**src/rtl/rv_enc_pkg.sv**
```systemverilog
// Shared RV32I encoder definitions: op classes, major opcodes and format packers.
package rv_enc_pkg;

  typedef enum logic [3:0] {
    OP_LUI    = 4'd0,
    OP_AUIPC  = 4'd1,
    OP_JAL    = 4'd2,
    OP_JALR   = 4'd3,
    OP_BRANCH = 4'd4,
    OP_LOAD   = 4'd5,
    OP_STORE  = 4'd6,
    OP_OPIMM  = 4'd7,
    OP_OP     = 4'd8,
    OP_FENCE  = 4'd9,
    OP_SYSTEM = 4'd10
  } enc_op_t;

  localparam logic [6:0] OPC_LUI    = 7'b0110111;
  localparam logic [6:0] OPC_AUIPC  = 7'b0010111;
  localparam logic [6:0] OPC_JAL    = 7'b1101111;
  localparam logic [6:0] OPC_JALR   = 7'b1100111;
  localparam logic [6:0] OPC_BRANCH = 7'b1100011;
  localparam logic [6:0] OPC_LOAD   = 7'b0000011;
  localparam logic [6:0] OPC_STORE  = 7'b0100011;
  localparam logic [6:0] OPC_OPIMM  = 7'b0010011;
  localparam logic [6:0] OPC_OP     = 7'b0110011;
  localparam logic [6:0] OPC_FENCE  = 7'b0001111;
  localparam logic [6:0] OPC_SYSTEM = 7'b1110011;

  function automatic logic [31:0] fmt_r(input logic [6:0] f7, input logic [4:0] rs2,
                                        input logic [4:0] rs1, input logic [2:0] f3,
                                        input logic [4:0] rd, input logic [6:0] opc);
    return {f7, rs2, rs1, f3, rd, opc};
  endfunction

  function automatic logic [31:0] fmt_i(input logic [11:0] imm, input logic [4:0] rs1,
                                        input logic [2:0] f3, input logic [4:0] rd,
                                        input logic [6:0] opc);
    return {imm, rs1, f3, rd, opc};
  endfunction

  function automatic logic [31:0] fmt_s(input logic [11:0] imm, input logic [4:0] rs2,
                                        input logic [4:0] rs1, input logic [2:0] f3,
                                        input logic [6:0] opc);
    return {imm[11:5], rs2, rs1, f3, imm[4:0], opc};
  endfunction

  // imm holds byte-offset bits [12:1]; bit 0 is implicit.
  function automatic logic [31:0] fmt_b(input logic [12:1] imm, input logic [4:0] rs2,
                                        input logic [4:0] rs1, input logic [2:0] f3,
                                        input logic [6:0] opc);
    return {imm[12], imm[10:5], rs2, rs1, f3, imm[4:1], imm[11], opc};
  endfunction

  function automatic logic [31:0] fmt_u(input logic [31:12] imm, input logic [4:0] rd,
                                        input logic [6:0] opc);
    return {imm, rd, opc};
  endfunction

  function automatic logic [31:0] fmt_j(input logic [20:1] imm, input logic [4:0] rd,
                                        input logic [6:0] opc);
    return {imm[20], imm[10:1], imm[11], imm[19:12], rd, opc};
  endfunction

  // True when v is representable as a two's-complement value of the given width.
  function automatic logic fits_signed(input logic [31:0] v, input int unsigned bits);
    logic [31:0] hi;
    hi = 32'($signed(v) >>> (bits - 1));
    return (hi == '0) || (hi == '1);
  endfunction

endpackage

```
**src/rtl/rv_enc_fifo.sv**
```systemverilog
// Encoded-word FIFO: DEPTH entries, head shown combinationally, zero when empty.
module rv_enc_fifo
  import rv_enc_pkg::*;
#(
  parameter int unsigned DEPTH = 4,
  parameter int unsigned WIDTH = 64
) (
  input  logic             clk,
  input  logic             rst_n,
  input  logic             flush,
  input  logic             push,
  input  logic [WIDTH-1:0] push_data,
  input  logic             pop,
  output logic [WIDTH-1:0] pop_data,
  output logic             full,
  output logic             empty
);

  localparam int unsigned AW = $clog2(DEPTH);
  localparam logic [AW:0] PTR_ONE = (AW+1)'(1);

  logic [AW:0]      wr_ptr;
  logic [AW:0]      rd_ptr;
  logic [WIDTH-1:0] mem [DEPTH];

  assign empty    = (wr_ptr == rd_ptr);
  assign full     = (wr_ptr[AW-1:0] == rd_ptr[AW-1:0]) && (wr_ptr[AW] != rd_ptr[AW]);
  assign pop_data = empty ? '0 : mem[rd_ptr[AW-1:0]];

  always_ff @(posedge clk or negedge rst_n) begin
    if (!rst_n) begin
      wr_ptr <= '0;
      rd_ptr <= '0;
    end else if (flush) begin
      wr_ptr <= '0;
      rd_ptr <= '0;
    end else begin
      if (push && !full) wr_ptr <= wr_ptr + PTR_ONE;
      if (pop && !empty) rd_ptr <= rd_ptr + PTR_ONE;
    end
  end

  always_ff @(posedge clk) begin
    if (push && !full && !flush) mem[wr_ptr[AW-1:0]] <= push_data;
  end

endmodule

```
**src/rtl/rv_instr_encoder.sv**
```systemverilog
// RV32I field-bundle to instruction-word encoder with address-tagged output FIFO.
// Build option: define ENC_RANGE_CHECK_EN to reject out-of-range immediates.
module rv_instr_encoder
  import rv_enc_pkg::*;
#(
  parameter int unsigned DEPTH     = 4,
  parameter logic [31:0] BASE_ADDR = 32'h0000_0000
) (
  input  logic        clk,
  input  logic        rst_n,
  input  logic        flush,
  input  logic        in_valid,
  output logic        in_ready,
  input  logic [3:0]  in_op,
  input  logic [2:0]  in_funct3,
  input  logic        in_funct7,
  input  logic [4:0]  in_rd,
  input  logic [4:0]  in_rs1,
  input  logic [4:0]  in_rs2,
  input  logic [31:0] in_imm,
  output logic        out_valid,
  input  logic        out_ready,
  output logic [31:0] out_instr,
  output logic [31:0] out_addr,
  output logic        err_pulse,
  output logic [7:0]  err_count
);

  logic [31:0] word;
  logic [31:0] next_addr;
  logic        op_ok;
  logic        imm_ok;
  logic        is_shift;
  logic        full;
  logic        empty;
  logic        accept;
  logic        push;
  logic        reject;
  logic [63:0] head;

  assign is_shift = (in_funct3 == 3'b001) || (in_funct3 == 3'b101);

  always_comb begin
    word  = '0;
    op_ok = 1'b1;
    case (in_op)
      OP_LUI:    word = fmt_u(in_imm[31:12], in_rd, OPC_LUI);
      OP_AUIPC:  word = fmt_u(in_imm[31:12], in_rd, OPC_AUIPC);
      OP_JAL:    word = fmt_j(in_imm[20:1], in_rd, OPC_JAL);
      OP_JALR:   word = fmt_i(in_imm[11:0], in_rs1, in_funct3, in_rd, OPC_JALR);
      OP_BRANCH: word = fmt_b(in_imm[12:1], in_rs2, in_rs1, in_funct3, OPC_BRANCH);
      OP_LOAD:   word = fmt_i(in_imm[11:0], in_rs1, in_funct3, in_rd, OPC_LOAD);
      OP_STORE:  word = fmt_s(in_imm[11:0], in_rs2, in_rs1, in_funct3, OPC_STORE);
      OP_OPIMM:
        if (is_shift) word = fmt_r({1'b0, in_funct7, 5'b0}, in_imm[4:0], in_rs1, in_funct3, in_rd, OPC_OPIMM);
        else          word = fmt_i(in_imm[11:0], in_rs1, in_funct3, in_rd, OPC_OPIMM);
      OP_OP:     word = fmt_r({1'b0, in_funct7, 5'b0}, in_rs2, in_rs1, in_funct3, in_rd, OPC_OP);
      OP_FENCE:  word = fmt_i(in_imm[11:0], 5'd0, 3'b000, 5'd0, OPC_FENCE);
      // imm[0] selects EBREAK (funct12 = 1) over ECALL.
      OP_SYSTEM: word = {11'd0, in_imm[0], 13'd0, OPC_SYSTEM};
      default:   op_ok = 1'b0;
    endcase
  end

`ifdef ENC_RANGE_CHECK_EN
  always_comb begin
    imm_ok = 1'b1;
    case (in_op)
      OP_LUI, OP_AUIPC: imm_ok = (in_imm[11:0] == 12'd0);
      OP_JAL:           imm_ok = fits_signed(in_imm, 21) && !in_imm[0];
      OP_BRANCH:        imm_ok = fits_signed(in_imm, 13) && !in_imm[0];
      OP_JALR, OP_LOAD, OP_STORE, OP_FENCE: imm_ok = fits_signed(in_imm, 12);
      OP_OPIMM:         imm_ok = is_shift ? (in_imm[31:5] == 27'd0) : fits_signed(in_imm, 12);
      default:          imm_ok = 1'b1;
    endcase
  end
`else
  assign imm_ok = 1'b1;
`endif

  assign in_ready = !full;
  assign accept   = in_valid && in_ready;
  assign push     = accept && op_ok && imm_ok && !flush;
  assign reject   = accept && !(op_ok && imm_ok);

  rv_enc_fifo #(.DEPTH(DEPTH), .WIDTH(64)) u_fifo (
    .clk       (clk),
    .rst_n     (rst_n),
    .flush     (flush),
    .push      (push),
    .push_data ({word, next_addr}),
    .pop       (out_ready),
    .pop_data  (head),
    .full      (full),
    .empty     (empty)
  );

  assign out_valid = !empty;
  assign out_instr = head[63:32];
  assign out_addr  = head[31:0];

  always_ff @(posedge clk or negedge rst_n) begin
    if (!rst_n) begin
      next_addr <= BASE_ADDR;
      err_pulse <= 1'b0;
      err_count <= '0;
    end else begin
      err_pulse <= reject;
      if (reject && (err_count != 8'hFF)) err_count <= err_count + 8'd1;
      if (flush)     next_addr <= BASE_ADDR;
      else if (push) next_addr <= next_addr + 32'd4;
    end
  end

endmodule

```
**config.mk**
```make
export PLATFORM = sky130hd
export DESIGN_NAME = rv_instr_encoder
export DESIGN_NICKNAME = d
export VERILOG_FILES = /design/src/rtl/rv_enc_pkg.sv /design/src/rtl/rv_enc_fifo.sv /design/src/rtl/rv_instr_encoder.sv
export SDC_FILE = /design/constraint.sdc
export NUM_CORES = 1
export LEC_CHECK = 0
export ABC_AREA = 1
export BUFFER_PORTS_ARGS = -buffer_cell sky130_fd_sc_hd__buf_4
export CORE_ASPECT_RATIO = 1.25
export CORE_UTILIZATION = 30
export DETAILED_ROUTE_END_ITERATION = 16
export GPL_TIMING_DRIVEN = 1
export SYNTH_ARGS = -nofsm -noshare
export SYNTH_HDL_FRONTEND = slang
export SYNTH_SLANG_ARGS = --single-unit
export TNS_END_PERCENT = 100
```
**constraint.sdc**
```tcl
create_clock -name clk -period 4 [get_ports clk]
set_input_delay 0.6 -clock clk [delete_from_list [all_inputs] [get_ports clk]]
set_output_delay 0.6 -clock clk [all_outputs]
set_load 0.05 [all_outputs]
```
Yosys cells after proc, flatten, opt, wreduce, memory -nomap -nowiden
Memories as Yosys holds them, arrays and structs flattened.
Cells that the tools add are included.
Storage, ports and cells
  register bits after elaboration: 47
  memory bits (writable): 256
  input port bits: 60
  output and inout bits: 75
  memories: 1
Operators by class
  add/sub/neg operators: 4
  eq/ne operators: 16
  mux-type cells: 12
  reductions and logical operators: 19
Memories
  u_fifo.mem: words 4, width 64, read ports 1, clocked after memory_dff 0, wr ports 1, line rv_enc_fifo.sv:24  | logic [WIDTH-1:0] mem [DEPTH];
Operators by type and width (number)
  $pmux 32 s11: 1
  $mux 32: 3
  $mux 64: 1
  $add 32x3->32 const B: 1
  $eq 4x3->1 const B: 4
  $eq 4x4->1 const B: 3
  $mux 3: 4
  $reduce_or 11->1: 1
  $logic_and 1x1->1: 9
  $add 8x1->8 const B: 1
  $eq 4x2->1 const B: 2
  $ne 8x8->1 const B: 1
  $add 3x1->3 const B: 2
  $reduce_bool 2->1: 3
  $eq 4x1->1 const B: 1
  $logic_not 1->1: 4
  $logic_not 4->1: 1
  $eq 3x1->1 const B: 1
  $eq 3x3->1: 1
  $eq 3x3->1 const B: 1
  $mux 1: 3
  $eq 2x2->1: 1
  $logic_or 1x1->1: 1
  $ne 1x1->1: 1

Longest topological paths before layout
Gate-level depths: netlist of the first run.
  word-level depth: 10
  depth in mapped cells: 11
  depth with buffers taken out: 9

Hierarchy
A second synthesis of the first run with hierarchy kept.
Unflattened totals
  cell total of the unflattened synthesis: 1317
  area total of the unflattened synthesis: 13501.7 um^2
By module, submodules not included
  rv_enc_fifo: instances 1, cells each 819, area each 10393.7 um^2
  rv_instr_encoder: instances 1, cells each 498, area each 3108.0 um^2

Least setup slack after synthesis of the first run
OpenSTA, ideal clock, no wires.
  kind: register to register
  start point: reg u_fifo.rd_ptr[0]
  end point: mem u_fifo.mem[0][10], enable pin
  arrival: 4.016 ns
  data required time: 3.520 ns
  setup slack: -0.496 ns
  cell stages (with the launch flop): 10
  path buffers: 1
  period minus slack after synthesis: 4.496 ns
  cell sequence: dfrtp_1 buf_2 inv_2 nand2_1 nand2_1 nand3_2 nand3_2 nor2_1 inv_1 nor2_1
Between the ends
  longest elaborated chain between the ends: 10
RTL lines
  start: declaration: line rv_enc_fifo.sv:23  | logic [AW:0] rd_ptr;
  start signal: assignment: line rv_enc_fifo.sv:39  | if (pop && !empty) rd_ptr <= rd_ptr + PTR_ONE;
  $eq 2x2->1 (*): line rv_enc_fifo.sv:27  | assign full = (wr_ptr[AW-1:0] == rd_ptr[AW-1:0]) && (wr_ptr[AW] != rd_ptr[AW]);
  $logic_and 1x1->1 (*): line rv_enc_fifo.sv:27
  $logic_not 1->1 (*): line rv_instr_encoder.sv:81  | assign in_ready = !full;
  net in_ready: line rv_instr_encoder.sv:13  | output logic in_ready,
  $logic_and 1x1->1: line rv_instr_encoder.sv:82  | assign accept = in_valid && in_ready;
  $logic_and 1x1->1 (2 in a row): line rv_instr_encoder.sv:83  | assign push = accept && op_ok && imm_ok && !flush;
  $logic_and 1x1->1 (*) (2 in a row): line rv_enc_fifo.sv:44  | if (push && !full && !flush) mem[wr_ptr[AW-1:0]] <= push_data;
  $mux 1 (*): line rv_enc_fifo.sv:44
  $mux 1 (not written as such) (*): line rv_enc_fifo.sv:44
  end: declaration: line rv_enc_fifo.sv:24
Mark *: on every way through the listed nets, which the timed path passes. The rest lies on a longest branch.

Final worst setup path of the first run
  start point: reg u_fifo.rd_ptr[1]
  end point: out out_addr[15]
Between the ends
  longest elaborated chain between the ends: 2
  elaborated cells between the ends (all ways): 3
RTL lines
  $mem_v2 4x64 or $eq 3x3->1 (tied branches)
  $mux 64 (*): line rv_enc_fifo.sv:28  | assign pop_data = empty ? '0 : mem[rd_ptr[AW-1:0]];
  end: declaration: line rv_instr_encoder.sv:24  | output logic [31:0] out_addr,
Every way passes the cells marked *; elsewhere a longest branch is shown, timed or not.

==> results.ini, run 1 <==
[run_status]
outcome = completed

[power]
p_leak_nw = 6.30
pwr-share-clk_pct = 34.0
comb_power_share_pct = 22.0
swShare_pct = 31.5
intPower_mw = 5.33
powerDensity_nw_per_um2 = 500
peakVddDrop_mv = 0.314
power_switching_mw = 2.45
power_frac_seq_pct = 44.0
total_power_mw = 7.78

[yosys]
netlist_area_um2 = 13000
synth_edf_count = 244
syn_avg_cell_area_um2 = 10.1
ys_ff_latch = 289
ys_warn_count = 0
ys_types = 36
ys_top_cells_by_area = edfxtp_1, dfrtp_1, nand2_1, nor2_1, o21ai_0
synthArstFlopShare_pct = 15.6
yosysTopAreaCell = edfxtp_1
yosysMostFrequentCell = nand2_1
synth_top_cell_area_share_pct = 56.5
yosysSeqAreaShare_pct = 65.2
synth_commonest_cells = nand2_1, edfxtp_1, nor2_1, o21ai_0, inv_1
ys_dominant_reg_cell = edfxtp_1
syn_inst = 1285

[critical_path]
max_stage_delay_ns = 0.55
required_ns = 3.40
reg2reg_slack_ns = 1.14
crit_chain = buf_4, nand2_1, nand2_1, nand4_1, buf_4, nand2_1, inv_1, buf_4
startpoint_type = register
critical_path_class = reg -> out
crit_arrival_ns = 2.75
rr_worst_depth = 9
critPathLaunch = u_fifo.rd_ptr[1]
r2r_start = u_fifo.rd_ptr[1]
endpoint = out_addr[15]
crit_slowest_cell = buf_4
crit_path_end_kind = output port
critPathTopFamily = buffers and inverters
cp.depth = 8
timing.critical_path.buf_inv = 4
r2r_end = u_fifo.mem[1][16]
cp_max_fo = 52

[timing]
max_freq_mhz = 298
fin_ws_ns = 0.650
setup_viol = 0
slew_headroom_pct = 37.9
fin_hold_ws_ns = 0.0568
maxSlewViolCount = 0
finClkSkew_ns = 0.0229
fin_crit_sh_pct = 83.8
worst_slew_pin_slew_ns = 0.931
rsz0062_at_grt = false
hold_viol = 0
min_period_ns = 3.35

[global_routing]
grt_pass1_vias = 9152
grt_overflow_total = 0
antenna_found_initial = 0
grt_usage_pct = 14.8
grt_max_degree = 124
grt_pass1_wl_mm = 50.8

[drt]
drc = 0
drtIter0Drc = 664
drtPass1Iterations = 6
num_vias = 9448
drt-vias-per-instance = 4.75
wl_mm = 32.8
post_drt_wl_per_cell_um = 16.5
ant_nets = 0

[floorplan]
die_y_um = 234
num_rows = 84
boundaryPins = 135
fp.coreArea_um2 = 42400
die_w_um = 188
fp.dieArea_um2 = 44000
start_util_pct = 30.6

[place]
port-buffer-count = 132
hpwlAfterDp_mm = 21.0
dp_worst_setup_slack_ns = 1.09
placed_cell_area_um2 = 14600
gp_congestion = 0.848
dp_cells = 1936

[clocking]
h-tree-depth = 1
root_buffer = clkbuf_16
cts_tree = built
holdBufCountCts = 0
cts_made_buffers = 29
clockBufferDepth = 3
path_clk_slew_ns = 0.06
postCtsSetupBuffers = 0
insertion_delay_ns = 0.56
cts.repair.resized = 0
numClockSinks = 289

[worst_hold_path]
hold_class = in -> async

[finish]
final_cells = 1990
syn_to_final_growth_pct = 20.0
drive_above_1_share_pct = 15.8
stdcell_area_um2 = 15600
nets = 1475
num_antenna_cells = 0

[flow_run]
drv_cap = 0

[layout make-up]
cell class / count / area (um^2)
Multi-Input combinational cell: 809 / 3780
Clock buffer: 37 / 816
Tap cell: 559 / 699
Fill cell: 4165 / 26800
Timing Repair Buffer: 149 / 1180
Sequential cell: 289 / 8460
Clock inverter: 17 / 126
Inverter: 130 / 494
[metrics by stage]
stage	setup TNS (ns)	utilization [%]
after floorplan	-121.01	-
after global placement	0	34.5
after detailed placement	0	34.5
after CTS	0	36.7
after global routing	0	36.7
final	0	36.7
[registers in the layout, summed over array words and instances, names as in the netlist]
name / count
err_count: 8
err_pulse: 1
next_addr: 30
u_fifo.mem: 244
u_fifo.rd_ptr: 3
u_fifo.wr_ptr: 3
[worst min path at each step]
stage	from	to	cells after the start
3_5_place_dp	err_count[1]	err_count[1]	2
2_1_floorplan	rst_n	err_count[0]	0
6_report	rst_n	err_count[7]	1
4_1_cts	rst_n	err_count[3]	1
5_1_grt	rst_n	err_count[7]	1
3_3_place_gp	err_count[1]	err_count[1]	2
[placed cells by master, fill, tap and decap left out, types with 6 or more instances in the layout]
cell type,synthesis,layout
nor2_1,193,189
buf_4,5,144
inv_1,124,124
o22ai_1,65,65
edfxtp_1,244,244
ha_1,7,7
nand4_1,21,21
dfrtp_1,45,43
clkbuf_8,0,6
nand2_1,287,287
clkbuf_16,0,29
xor2_1,15,15
nand3_1,32,32
clkinv_2,0,8
o21ai_0,144,144
o21ai_1,10,10
[logic make-up (layout without fill, tap and decap cells)]
| family | after synthesis | after routing | synth area share, % |
|---|---|---|---|
| AND/OR/NAND/NOR | 550 | 550 | 17.2 |
| flip-flops | 289 | 289 | 65.2 |
| AO/OA/AOI/OAI | 233 | 233 | 9.88 |
| buffers and inverters | 188 | 333 | 5.87 |
| XOR/XNOR | 17 | 17 | 1.15 |
| adder cells (fa/ha/maj) | 7 | 7 | 0.676 |
| other | 1 | 2 | 0.0289 |
[power by group through the flow]
stage | clock, mW | combinational (mW) | sequential (mW)
6_report | 2.65 | 1.71 | 3.42
3_5_place_dp | 0 | 1.74 | 3.48
4_1_cts | 2.72 | 1.74 | 3.42
5_1_grt | 2.83 | 1.85 | 3.43
2_1_floorplan | 0 | 1.10 | 3.54
3_3_place_gp | 0 | 1.72 | 3.48
[metal layers]
layer	GRT usage, %	wire (um)
met1	18.1	14200
met4	5.06	915
met3	1.80	1290
met2	26.9	16400
met5	0	0
Note: power is estimated with default switching activity, not from simulation.
==> run 2: changes to the inputs <==
==> constraint.sdc (replaced) <==
create_clock -name clk -period 3.1 [get_ports clk]
set_input_delay 0.465 -clock clk [delete_from_list [all_inputs] [get_ports clk]]
set_output_delay 0.465 -clock clk [all_outputs]
set_load 0.05 [all_outputs]
==> run 2 against run 1 <==
  * Sequential share of layout area grew 0.33 points
  * Total power grew 25%
  * Hold slack gained 0.11 ns
  * Critical path depth shrank 1
  * Die area is the same
  * Clock skew grew 0.00064 ns
  * Sequential power grew 28%
  * First-iteration DRC count grew 19%
==> results.ini, run 2 (synthesis results as in run 1) <==
[clocking]
cts_tree = built
cts_made_buffers = 28  ; -3.4%
insertion_delay_ns = 0.56  ; about the same
postCtsSetupBuffers = 0  ; unchanged
clockBufferDepth = 3  ; unchanged
numClockSinks = 289  ; unchanged
h-tree-depth = 1  ; unchanged
root_buffer = clkbuf_16
path_clk_slew_ns = 0.07  ; about the same

[place]
dp_cells = 1936  ; unchanged
hpwlAfterDp_mm = 20.9  ; -0.43%
gp_congestion = 0.954  ; +13%
port-buffer-count = 132  ; unchanged

[run_status]
outcome = completed

[finish]
final_cells = 1987  ; -0.15%
drive_above_1_share_pct = 15.2  ; -0.60 points
largest_reg_flops = 244  ; unchanged
nets = 1475  ; unchanged
layout_common_cells = nand2_1, edfxtp_1, nor2_1, o21ai_0, buf_4
final_util_pct = 36.5  ; -0.22 points
num_antenna_cells = 0  ; unchanged
multiInputGateArea_um2 = 3780  ; unchanged
syn_to_final_growth_pct = 19.3
final_common_cell = nand2_1
seq_area_um2 = 8460  ; unchanged
nFillCells = 4146  ; -0.46%

[drt]
post_drt_wl_per_cell_um = 16.7  ; +0.93%
drt-vias-per-instance = 4.82  ; +1.5%
drtPass1Iterations = 7  ; +1
drtIter0Drc = 792  ; +19%
drc = 0  ; unchanged
wl_mm = 33.1  ; +0.77%
num_vias = 9572  ; +1.3%
ant_nets = 0  ; unchanged

[floorplan]
fp.dieArea_um2 = 44000  ; unchanged
die_y_um = 234  ; unchanged
start_util_pct = 30.6  ; unchanged
fp.coreArea_um2 = 42400  ; unchanged
die_w_um = 188  ; unchanged
boundaryPins = 135  ; unchanged
num_rows = 84  ; unchanged

[global_routing]
grt_overflow_total = 0  ; unchanged
antenna_found_initial = 0  ; unchanged
grt_usage_pct = 14.9  ; +0.071 points
grt_pass1_vias = 9480  ; +3.6%
grt_pass1_wl_mm = 51.6  ; +1.5%
grt_max_degree = 124  ; unchanged

[timing]
slew_headroom_pct = 41.6  ; +3.7 points
min_period_ns = 2.90
fin_crit_sh_pct = 93.7
finClkSkew_ns = 0.0236  ; +0.000640 ns
maxSlewViolCount = 0  ; unchanged
max_freq_mhz = 344
worst_slew_pin_slew_ns = 0.871  ; -0.0597 ns
rsz0062_at_grt = false
final.setup.tns_ns = 0  ; unchanged
setup_viol = 0  ; unchanged
hold_viol = 0  ; unchanged
fin_hold_ws_ns = 0.166  ; +0.109 ns

[power]
peakVddDrop_mv = 0.452  ; +44%
powerDensity_nw_per_um2 = 631  ; +26%
p_leak_nw = 6.27  ; -0.45%

[critical_path]
crit_path_end_kind = output port
cp_max_fo = 61  ; +17%
startpoint_type = register
crit_arrival_ns = 2.44  ; -0.31 ns
critical_path_class = reg -> out
required_ns = 2.63  ; -0.77 ns

[flow_run]
drv_cap = 0  ; unchanged

[worst_hold_path]
hold_class = in -> reg

==> run 2: layout make-up <==
type,instances,share of cell area [%]
Timing Repair Buffer,150,7.70
Clock buffer,37,4.94
Inverter,130,3.20
Multi-Input combinational cell,809,24.5
Tap cell,559,4.52
Clock inverter,13,0.485
Sequential cell,289,54.7
==> run 2: final timing paths <==
check	start	to	slack (ns)	depth (start not counted)
max	u_fifo.rd_ptr[1]	out_instr[1]	0.20	7
min	flush	u_fifo.rd_ptr[1]	0.17	2
max in group asynchronous	rst_n	u_fifo.rd_ptr[0]	2.13	2
max reg2reg	u_fifo.wr_ptr[0]	u_fifo.mem[3][7]	0.69	9
min reg2reg	err_count[1]	err_count[1]	0.56	2
min in group asynchronous	rst_n	err_count[3]	0.46	2
==> run 2: repair_timing <==
action,4_1_cts,5_1_grt
hold endpoints to repair,45,0
setup endpoints to repair,0,0
resized for setup,0,0
hold buffers,1,0
==> run 2: routing by layer <==
layer / GRT usage [%] / up-vias / part of all wire, %
li1: - / 4596 / -
met1: 17.8 / 4665 / 42
met2: 27.4 / 253 / 50
met3: 2.13 / 58 / 4.7
met4: 4.83 / 0 / 2.7
met5: 0 / - / 0
==> run 2: per-stage QoR <==
stage / worst slack [ns] / power [mW] / area, um^2
final: 0.197 / 9.75 / 15500
after global routing: 0.00687 / 10.2 / 15500
after CTS: 0.129 / 9.87 / 15500
after detailed placement: 0.562 / 6.74 / 14600
after global placement: 0.648 / 6.73 / 14600
after floorplan: -0.408 / 5.99 / 13000
==> run 2: critical path, stage by stage (launching register included) <==
cell,delay (ns)
dfrtp_2,0.43
inv_2,0.06
buf_4,0.57
o21ai_0,0.19
o22ai_1,0.24
nand2_1,0.09
inv_1,0.10
buf_4,0.20
==> run 2: report_power, final <==
group | internal [mW] | total, mW | switching, mW | leakage, nW
Sequential | 4.33 | 4.39 | 0.0644 | 2.82
Combinational | 0.600 | 2.24 | 1.64 | 3.04
Clock | 1.73 | 3.11 | 1.38 | 0.418
